## src/rtl/case_stream_xform.sv

```systemverilog
// rtl/case_stream_xform.sv - multi-channel escape-commanded case converter with output FIFO
module case_stream_xform #(
    parameter int          NUM_CH     = 2,
    parameter int          CH_W       = 1,
    parameter int          FIFO_DEPTH = 4,
    parameter logic [7:0]  ESC_CHAR   = 8'h1B,
    parameter logic [1:0]  RESET_MODE = 2'b00
) (
    input  logic                  clock,
    input  logic                  reset,
    input  logic                  in_valid,
    output logic                  in_ready,
    input  logic [7:0]            in_data,
    input  logic [CH_W-1:0]       in_chan,
    output logic                  out_valid,
    input  logic                  out_ready,
    output logic [7:0]            out_data,
    output logic [CH_W-1:0]       out_chan,
    output logic [2*NUM_CH-1:0]   mode_o,
    output logic                  bad_cmd
);

    localparam int AW = (FIFO_DEPTH > 1) ? $clog2(FIFO_DEPTH) : 1;
    localparam int CW = AW + 1;
    localparam logic [CW-1:0] FULL_CNT = CW'(FIFO_DEPTH);

    localparam logic [1:0] M_N = 2'b00;
    localparam logic [1:0] M_L = 2'b01;
    localparam logic [1:0] M_U = 2'b10;
    localparam logic [1:0] M_C = 2'b11;

    localparam logic [7:0] CMD_N = 8'h4E;
    localparam logic [7:0] CMD_L = 8'h4C;
    localparam logic [7:0] CMD_U = 8'h55;
    localparam logic [7:0] CMD_C = 8'h43;

    // per-channel parser state
    logic [1:0]        mode_q [NUM_CH];
    logic [NUM_CH-1:0] esc_q;

    // output FIFO storage and bookkeeping
    logic [7:0]        mem_data [FIFO_DEPTH];
    logic [CH_W-1:0]   mem_chan [FIFO_DEPTH];
    logic [AW-1:0]     wr_ptr;
    logic [AW-1:0]     rd_ptr;
    logic [CW-1:0]     count;

    // decoded input byte
    logic [NUM_CH-1:0] hit;
    logic              chan_ok;
    logic [1:0]        cur_mode;
    logic              cur_esc;
    logic              accept;
    logic              push;
    logic              pop;
    logic [7:0]        push_data;
    logic              set_esc;
    logic              clr_esc;
    logic              mode_wr;
    logic [1:0]        new_mode;
    logic              bad_now;

    // Letters only; every other byte passes through untouched in all modes.
    function automatic logic [7:0] xform(input logic [7:0] b, input logic [1:0] m);
        logic       is_up;
        logic       is_lo;
        logic [7:0] r;
        is_up = (b >= 8'h41) && (b <= 8'h5A);
        is_lo = (b >= 8'h61) && (b <= 8'h7A);
        r     = b;
        case (m)
            M_L: if (is_up) r = b + 8'h20;
            M_U: if (is_lo) r = b - 8'h20;
            M_C: begin
                if (is_up)      r = b + 8'h20;
                else if (is_lo) r = b - 8'h20;
            end
            default: r = b;
        endcase
        return r;
    endfunction

    assign in_ready  = (count != FULL_CNT);
    assign out_valid = (count != '0);
    assign out_data  = mem_data[rd_ptr];
    assign out_chan  = mem_chan[rd_ptr];
    assign pop       = out_valid && out_ready;

    // Decode the channel tag and fetch that channel's parser state.
    always_comb begin
        hit      = '0;
        cur_mode = M_N;
        cur_esc  = 1'b0;
        for (int c = 0; c < NUM_CH; c++) begin
            hit[c] = (in_chan == CH_W'(c));
            if (hit[c]) begin
                cur_mode = mode_q[c];
                cur_esc  = esc_q[c];
            end
        end
        chan_ok = |hit;
        // Tags beyond NUM_CH are still handshaken so the source never stalls on them.
        accept  = in_valid && in_ready && chan_ok;
    end

    // Escape-sequence parser: decide push / mode change / error for the accepted byte.
    always_comb begin
        push      = 1'b0;
        push_data = in_data;
        set_esc   = 1'b0;
        clr_esc   = 1'b0;
        mode_wr   = 1'b0;
        new_mode  = cur_mode;
        bad_now   = 1'b0;
        if (accept) begin
            if (!cur_esc) begin
                if (in_data == ESC_CHAR) begin
                    set_esc = 1'b1;
                end else begin
                    push      = 1'b1;
                    push_data = xform(in_data, cur_mode);
                end
            end else begin
                clr_esc = 1'b1;
                if (in_data == CMD_N) begin
                    mode_wr  = 1'b1;
                    new_mode = M_N;
                end else if (in_data == CMD_L) begin
                    mode_wr  = 1'b1;
                    new_mode = M_L;
                end else if (in_data == CMD_U) begin
                    mode_wr  = 1'b1;
                    new_mode = M_U;
                end else if (in_data == CMD_C) begin
                    mode_wr  = 1'b1;
                    new_mode = M_C;
                end else if (in_data == ESC_CHAR) begin
                    // Doubled escape emits one literal escape, never case-converted.
                    push      = 1'b1;
                    push_data = ESC_CHAR;
                end else begin
                    bad_now = 1'b1;
                end
            end
        end
    end

    // Per-channel mode and escape-pending registers.
    always_ff @(posedge clock or posedge reset) begin
        if (reset) begin
            for (int c = 0; c < NUM_CH; c++) begin
                mode_q[c] <= RESET_MODE;
            end
            esc_q <= '0;
        end else begin
            for (int c = 0; c < NUM_CH; c++) begin
                if (hit[c] && accept) begin
                    if (set_esc) esc_q[c]  <= 1'b1;
                    if (clr_esc) esc_q[c]  <= 1'b0;
                    if (mode_wr) mode_q[c] <= new_mode;
                end
            end
        end
    end

    // Illegal-command flag, high for the one cycle after the offending byte.
    always_ff @(posedge clock or posedge reset) begin
        if (reset) begin
            bad_cmd <= 1'b0;
        end else begin
            bad_cmd <= bad_now;
        end
    end

    // Output FIFO: write at wr_ptr, read at rd_ptr, occupancy in count.
    always_ff @(posedge clock or posedge reset) begin
        if (reset) begin
            for (int i = 0; i < FIFO_DEPTH; i++) begin
                mem_data[i] <= '0;
                mem_chan[i] <= '0;
            end
            wr_ptr <= '0;
            rd_ptr <= '0;
            count  <= '0;
        end else begin
            if (push) begin
                mem_data[wr_ptr] <= push_data;
                mem_chan[wr_ptr] <= in_chan;
                wr_ptr           <= wr_ptr + 1'b1;
            end
            if (pop) begin
                rd_ptr <= rd_ptr + 1'b1;
            end
            case ({push, pop})
                2'b10:   count <= count + 1'b1;
                2'b01:   count <= count - 1'b1;
                default: count <= count;
            endcase
        end
    end

    // Flatten per-channel modes onto the status bus.
    for (genvar g = 0; g < NUM_CH; g++) begin : g_mode
        assign mode_o[2*g+1:2*g] = mode_q[g];
    end

endmodule

```

## config.mk

```make
export PLATFORM = sky130hd
export DESIGN_NAME = case_stream_xform
export DESIGN_NICKNAME = d
export VERILOG_FILES = /design/src/rtl/case_stream_xform.sv
export SDC_FILE = /design/constraint.sdc
export NUM_CORES = 1
export LEC_CHECK = 0
export ABC_CLOCK_PERIOD_IN_PS = 2900
export CAP_MARGIN = 40
export CORE_UTILIZATION = 55
export DETAILED_ROUTE_END_ITERATION = 8
export PLACE_DENSITY = 0.78
export SYNTH_ARGS = -nofsm -noshare
export SYNTH_HDL_FRONTEND = slang
export SYNTH_SLANG_ARGS = --single-unit
```

## constraint.sdc

```tcl
create_clock -name clock -period 2.9 [get_ports clock]
set_input_delay 0.58 -clock clock [delete_from_list [all_inputs] [get_ports clock]]
set_output_delay 0.58 -clock clock [all_outputs]
set_load 0.05 [all_outputs]
```

==> results of run 1 <==
-- worst max-delay path, stage by stage (launching register included) --
cell and delay, ns:
dfrtp_1 0.34, buf_4 0.23, mux4_2 0.55, clkdlybuf4s50_1 0.72
-- cells in the final DEF, fill, tap and decap left out, types with 4 or more instances in the layout --
cell,synthesis,routed
a31oi_1,6,6
o21ai_0,5,5
clkbuf_8,0,5
a41oi_1,4,4
clkdlybuf4s50_1,0,28
inv_1,12,11
ha_1,7,7
nor2_1,4,4
nand2_1,9,9
mux4_2,9,9
nand4_1,6,6
dfrtp_1,50,50
buf_4,1,22
mux2_2,33,33
o2bb2ai_1,4,4
and2_1,4,4
-- per-stage QoR --
step	power, W	setup TNS [ns]	utilization [%]	cells
2_1_floorplan	0.00252	0	-	218
3_3_place_gp	0.00299	-0.0682	67.5	323
3_5_place_dp	0.00303	-0.166	67.5	323
4_1_cts	0.00347	0	69.5	331
5_1_grt	0.00366	0	69.5	331
6_report	0.00344	0	69.5	331
-- power breakdown --
| part | switching [W] | internal (W) | total [W] |
|---|---|---|---|
| Sequential | 0.000175 | 0.00100 | 0.00118 |
| Combinational | 0.000991 | 0.000839 | 0.00183 |
| Clock | 0.000254 | 0.000181 | 0.000435 |
-- cell usage after synthesis (3+ instances only) --
cell | n | area, um2
dfrtp_1 | 50 | 1250
o2bb2ai_1 | 4 | 35.0
buf_2 | 3 | 15.0
mux4_2 | 9 | 203
nor2b_1 | 3 | 18.8
o21ai_0 | 5 | 25.0
nor3_1 | 3 | 15.0
nand2_1 | 9 | 33.8
nand4_1 | 6 | 37.5
nand3_2 | 3 | 30.0
xor2_1 | 3 | 26.3
a41oi_1 | 4 | 35.0
xnor2_1 | 3 | 26.3
mux2i_1 | 3 | 30.0
clkbuf_1 | 5 | 18.8
a31oi_1 | 6 | 37.5
ha_1 | 7 | 87.6
and2_1 | 4 | 25.0
nor2_1 | 4 | 15.0
inv_1 | 12 | 45.0
nand3_1 | 3 | 15.0
mux2_2 | 33 | 372
-- flip-flops by register name, summed over array words and instances, names as in the netlist --
name,flops
mem_chan,4
bad_cmd,1
mem_data,32
mode_o,4
rd_ptr,2
wr_ptr,2
count,3
esc_q,2
-- layer usage --
metal | GRT usage (%) | up-vias
li1 | - | 902
met1 | 33.2 | 943
met2 | 40.2 | 37
met3 | 4.83 | 8
met4 | 6.97 | 0
met5 | 0 | -
-- worst paths after layout --
kind | endpoint | slack [ns] | cells past startpoint
min reg2reg | count[2]$_DFFE_PP0P_ | 0.50 | 1
min | count[2]$_DFFE_PP0P_ | 0.50 | 1
max reg2reg | count[2]$_DFFE_PP0P_ | 0.48 | 10
min in group asynchronous | mem_data[3]$_DFFE_PP0P_ | 0.58 | 2
max in group asynchronous | mem_chan[2]$_DFFE_PP0P_ | 1.75 | 3
max | out_chan | 0.19 | 3
-- area by class of cell --
type | count | area (um2)
inverters | 12 | 45.0
clock buffers | 5 | 68.8
multi-input cells | 144 | 1400
fillers | 350 | 1460
flip-flops and latches | 50 | 1250
clock inverters | 3 | 28.8
well taps | 67 | 83.8
repair buffers | 50 | 445
-- kinds of logic (layout without fill, tap and decap cells) --
family	Yosys count	after routing
AO/OA/AOI/OAI	32	32
XOR/XNOR	7	7
adder cells (fa/ha/maj)	8	8
buffers and inverters	24	70
flip-flops	50	50
multiplexers	46	46
AND/OR/NAND/NOR	51	51
==> impl_results.md, run 1 <==
- Outcome: completed
- Worst Path Required: 2.32 ns
- Setup WS post-layout: 0.188 ns
- Worst Max-Slew Pin Slew: 0.507 ns
- Placed Area: between 3000 and 4000 um2
- First-iteration detailed-routing DRC count: 123
- DP HPWL: 4170 um
- Seq/Total Area, Yosys: between 40% and 50%
- Max Slew Vio Count: 0
- Worst Clk Skew: around 0.0040 ns
- Fin crit share: between 90 and 100%
- Largest family of logic cells by synthesized area: multiplexers
- Nets@finish: around 280
- Clk_lat worst skew: 0.31 ns
- Clk sinks: 50
- Count of final hold-check violations: 0
- Clock root buffer: clkbuf_8
- FFs w/ async S/R, synth: 100%
- Vias in the first global route: 1950
- First-pass GRT wire length: 9630 um
- Final hold slack: 0.503 ns
- Max_cap viols: 0
- Clock buffer depth: 2
- HP Start: count[2]$_DFFE_PP0P_
- Grt total ovfl: 0
- Worst-path fanout max: 11
- Yosys warns: 0
- Routed vias/inst: 5.71
- Layout area overhead: 20.5%
- Mux cell area share after synthesis: 22.7%
- Syn Area/Cell: 12.7 um2
- I/O pins: 29
- Critical Path Source Type: register
- Leak: 1.45 nW
- Post-Synth Simple-Gate Area: 12.9%
- Post-synthesis adder-cell area fraction: 3.90%
- Distinct cells, synth: 53
- Final Setup Violations: 0
- Initial Util: 57.7%
- Highest Signal Layer: met4
- Crit Path Class: reg2out
- CTS tree: built
- Crit end category: output port
- Synthesized Nets: 239
- Metal2 WL: roughly 2800 um
- Hold WC Path Type: reg2reg
- Critical R2R Launch: count[0]$_DFFE_PP0P_
- Antenna violations before repair: 0
- Arr. time, crit path: around 2.1 ns
- Compound-gate portion of the synthesized area: 8.43%
- Number of buffers added on ports: 28
- Largest net degree at the start of global routing: 21
- Cts hold-fix bufs: 0
- Clk pin slew, worst setup/hold paths: 0.10 ns
- Unrepaired setup endpoints after global routing: false
- Met3 routed WL: 190 um
- Netlist Area Pre-Place: between 2000 and 3000 um2
- Die W: 72.8 um
- Residual DRC: 0
- Die ar.: 5310 um2
- RePlAce Congestion: a little over 0.8
- Routed metal-1 wirelength: approximately 2600 um
- Share of cells above drive strength 1: ~31%
- Post-CTS Setup Repair Bufs: 0
- Fin area: 3330 um2
- Die Y-Extent: about 73 um
- Total iterations of the first detailed-routing run: 4
- Fin crit period: between 2 and 3 ns
- Worst Setup Slack post-DPL: -0.138 ns
- Fmax: between 300 and 400 MHz
- Routed length per instance: 17.1 um
- Post-synth top flop: dfrtp_1
- Total CTS buffers: 5
- Htree depth: 2
- VDD IR max: 707 uV
- # rows: 25
- Routed wire length: 5650 um
- Mapped Cells: 218
- Worst slew margin: 66.1%
- P per Cell Area: 1040 nW/um2
- Core ar.: 4790 um2
- Crit path from: rd_ptr[0]$_DFFE_PP0P_
- Post-synth EDFFs: 0
- Post-synthesis register bit count: 50
- Post-CTS Resized: 0
- Synth Area in XOR/XNOR: 2.90%
- DR vias: ~1900
- Inserted Diodes: 0
- ANT nets after route: 0
- Overall Global Routing Usage: 24.4%
Power figures use the tool's default switching activity.
==> inputs of run 2 (changes only) <==
--- a/config.mk
+++ b/config.mk
@@ -5,9 +5,10 @@
 export SDC_FILE = /design/constraint.sdc
 export NUM_CORES = 1
 export LEC_CHECK = 0
-export ABC_CLOCK_PERIOD_IN_PS = 2900
+export ABC_CLOCK_PERIOD_IN_PS = 3500
 export CAP_MARGIN = 40
 export CORE_UTILIZATION = 55
+export CTS_CLUSTER_SIZE = 30
 export DETAILED_ROUTE_END_ITERATION = 8
 export PLACE_DENSITY = 0.78
 export SYNTH_ARGS = -nofsm -noshare
==> constraint.sdc (replaced) <==
create_clock -name clock -period 3.5 [get_ports clock]
set_input_delay 0.7 -clock clock [delete_from_list [all_inputs] [get_ports clock]]
set_output_delay 0.7 -clock clock [all_outputs]
set_load 0.05 [all_outputs]
==> impl_results.md, run 2 (synthesis gave the netlist of run 1 again) <==
- Initial Util: 57.7% (unchanged)
- Setup crit end: count[2]$_DFFE_PP0P_
- I/O pins: 29 (unchanged)
- Fin crit period: 3.05 ns
- ANT nets after route: 0 (unchanged)
- RePlAce Congestion: 0.831 (+2.7%)
- Max reg flops: 32 (unchanged)
- P_sw: 0.00116 W (-18%)
- Critical Path Source Type: input port
- Residual DRC: 0 (unchanged)
- Commonest non-fill, non-tap cell in the layout: dfrtp_1
- Fmax: between 300 and 400 MHz
- Critical R2R Launch: count[0]$_DFFE_PP0P_
- Sequential Power Share: 35.4% (+1.2 points)
- Internal: 0.00172 W (-15%)
- Final TNS setup: 0 ns (unchanged)
- Clock root buffer: clkbuf_8
- Inserted Diodes: 0 (unchanged)
- VDD IR max: 617 uV (-13%)
- CTS tree: built
- Overall Global Routing Usage: 23.7% (-0.78 points)
- Min-Delay Path Depth: 1 (unchanged)
- Count of final hold-check violations: 0 (unchanged)
- Crit path from: in_data[7]
- R2r setup slk: 0.92 ns (+0.44 ns)
- Max Slew Vio Count: 0 (unchanged)
- Crit end category: register
- Most flops, register: mem_data
- Storage element area: 1250 um2 (unchanged)
- Number of buffers added on ports: 28 (unchanged)
- Die W: 72.8 um (unchanged)
- Routed vias/inst: 5.93 (+3.8%)
- Routed length per instance: 17.1 um (+0.25%)
- Post-CTS Setup Repair Bufs: 0 (unchanged)
- Crit Path Class: in2reg
- Final hold slack: 0.494 ns (-0.00848 ns)
- R2r endpoint: count[2]$_DFFE_PP0P_
- Layout area overhead: 18.8%
- Worst-path fanout max: 7 (-4)
- Htree depth: 2 (unchanged)
- Post-CTS Resized: 0 (unchanged)
- Worst Path Required: 3.73 ns (+1.41 ns)
- Die Y-Extent: 72.8 um (unchanged)
- Cts hold-fix bufs: 0 (unchanged)
- Clk sinks: 50 (unchanged)
- Unrepaired setup endpoints after global routing: false
- Nets@finish: 274 (-3.5%)
- Final Setup Violations: 0 (unchanged)
- Worst Max-Slew Pin Slew: 0.587 ns (+0.0801 ns)
- Core ar.: 4790 um2 (unchanged)
- Leak: 1.42 nW (-2.5%)
- Largest net degree at the start of global routing: 33 (+57%)
- First-iteration detailed-routing DRC count: 58 (-53%)
- Outcome: completed
- Clk pin slew, worst setup/hold paths: 0.09 ns (about the same)
- Max_cap viols: 0 (unchanged)
- Fin crit share: between 80% and 90%
- Antenna violations before repair: 0 (unchanged)
- Die ar.: 5310 um2 (unchanged)
- Most frequent cells in the layout: dfrtp_1 (50), mux2_2 (33), clkdlybuf4s50_1 (28)
- Worst Clk Skew: 0.00541 ns (+0.00139 ns)
- Total CTS buffers: 5 (unchanged)
- Fillers: 351 (+0.29%)
- Routed wire length: 5490 um (-2.8%)
- Sw Share: 40.2% (-0.99 points)
- First-pass GRT wire length: 9130 um (-5.2%)
- Combinational share of power: 50.4% (-2.7 points)
- Worst slew margin: 60.8% (-5.2 points)
- Reg2Reg Depth: 10 (unchanged)
- Clock buffer depth: 2 (unchanged)
- Hold WC Path Type: reg2reg
- DR vias: 1903 (+0.69%)
- Clk_lat worst skew: 0.30 ns (about the same)
- Share of cells above drive strength 1: 28.3% (-2.7 points)
- Total iterations of the first detailed-routing run: 4 (unchanged)
- Grt total ovfl: 0 (unchanged)
- Arr. time, crit path: 3.29 ns (+1.16 ns)
- Clk network pwr share: 14.2% (+1.6 points)
- Core Util, Final: 68.5% (-0.99 points)
- P per Cell Area: 880 nW/um2 (-15%)
- Vias in the first global route: 1821 (-6.6%)
- DP HPWL: 4030 um (-3.2%)
- Multi-input gate area: 1400 um2 (unchanged)
- # rows: 25 (unchanged)
[run 2: layout make-up]
cell class              count  area share (%)
clock buffers               5            2.10
multi-input cells         144            42.8
repair buffers             40            11.7
clock inverters             3            1.34
inverters                  12            1.37
flip-flops and latches     50            38.2
well taps                  67            2.56
[run 2: power by group through the flow]
stage	Sequential, W	Combinational [W]	Clock, W
global route	0.00105	0.00154	0.000440
global placement	0.00102	0.00143	0
CTS	0.00102	0.00147	0.000421
finish	0.00102	0.00145	0.000410
detailed placement	0.00103	0.00146	0
floorplan	0.000930	0.00116	0
[run 2: per-layer routing]
metal	up-vias	share of wire [%]	track usage (%)
li1	889	-	-
met1	963	45	31.7
met2	43	50	37.2
met3	8	3.6	6.08
met4	0	1.7	9.15
met5	-	0	0
[run 2: per-stage QoR]
stage | instances | worst slack, ns | cell area (um2) | power [W]
finish | 321 | 0.448 | 3280 | 0.00288
detailed placement | 313 | 0.140 | 3170 | 0.00249
floorplan | 218 | 0.657 | 2760 | 0.00209
CTS | 321 | 0.427 | 3280 | 0.00291
global route | 321 | 0.313 | 3280 | 0.00303
global placement | 312 | 0.253 | 3150 | 0.00245
[run 2: critical path: stages]
cell             delay, ns
clkdlybuf4s50_1       0.50
nor4b_4               0.34
nand3b_4              0.17
xnor2_4               0.18
and2_1                0.23
inv_1                 0.10
ha_1                  0.19
inv_1                 0.06
fa_1                  0.38
xor2_1                0.16
nor2_1                0.12
xor2_1                0.15
[run 2: worst min path at each step]
stage / start / end
after floorplan: count[2]$_DFFE_PP0P_ / count[2]$_DFFE_PP0P_
after global placement: mem_data[6]$_DFFE_PP0P_ / mem_data[6]$_DFFE_PP0P_
after detailed placement: mem_data[14]$_DFFE_PP0P_ / mem_data[14]$_DFFE_PP0P_
after CTS: count[2]$_DFFE_PP0P_ / count[2]$_DFFE_PP0P_
after global routing: mem_data[6]$_DFFE_PP0P_ / mem_data[6]$_DFFE_PP0P_
final: mem_data[14]$_DFFE_PP0P_ / mem_data[14]$_DFFE_PP0P_
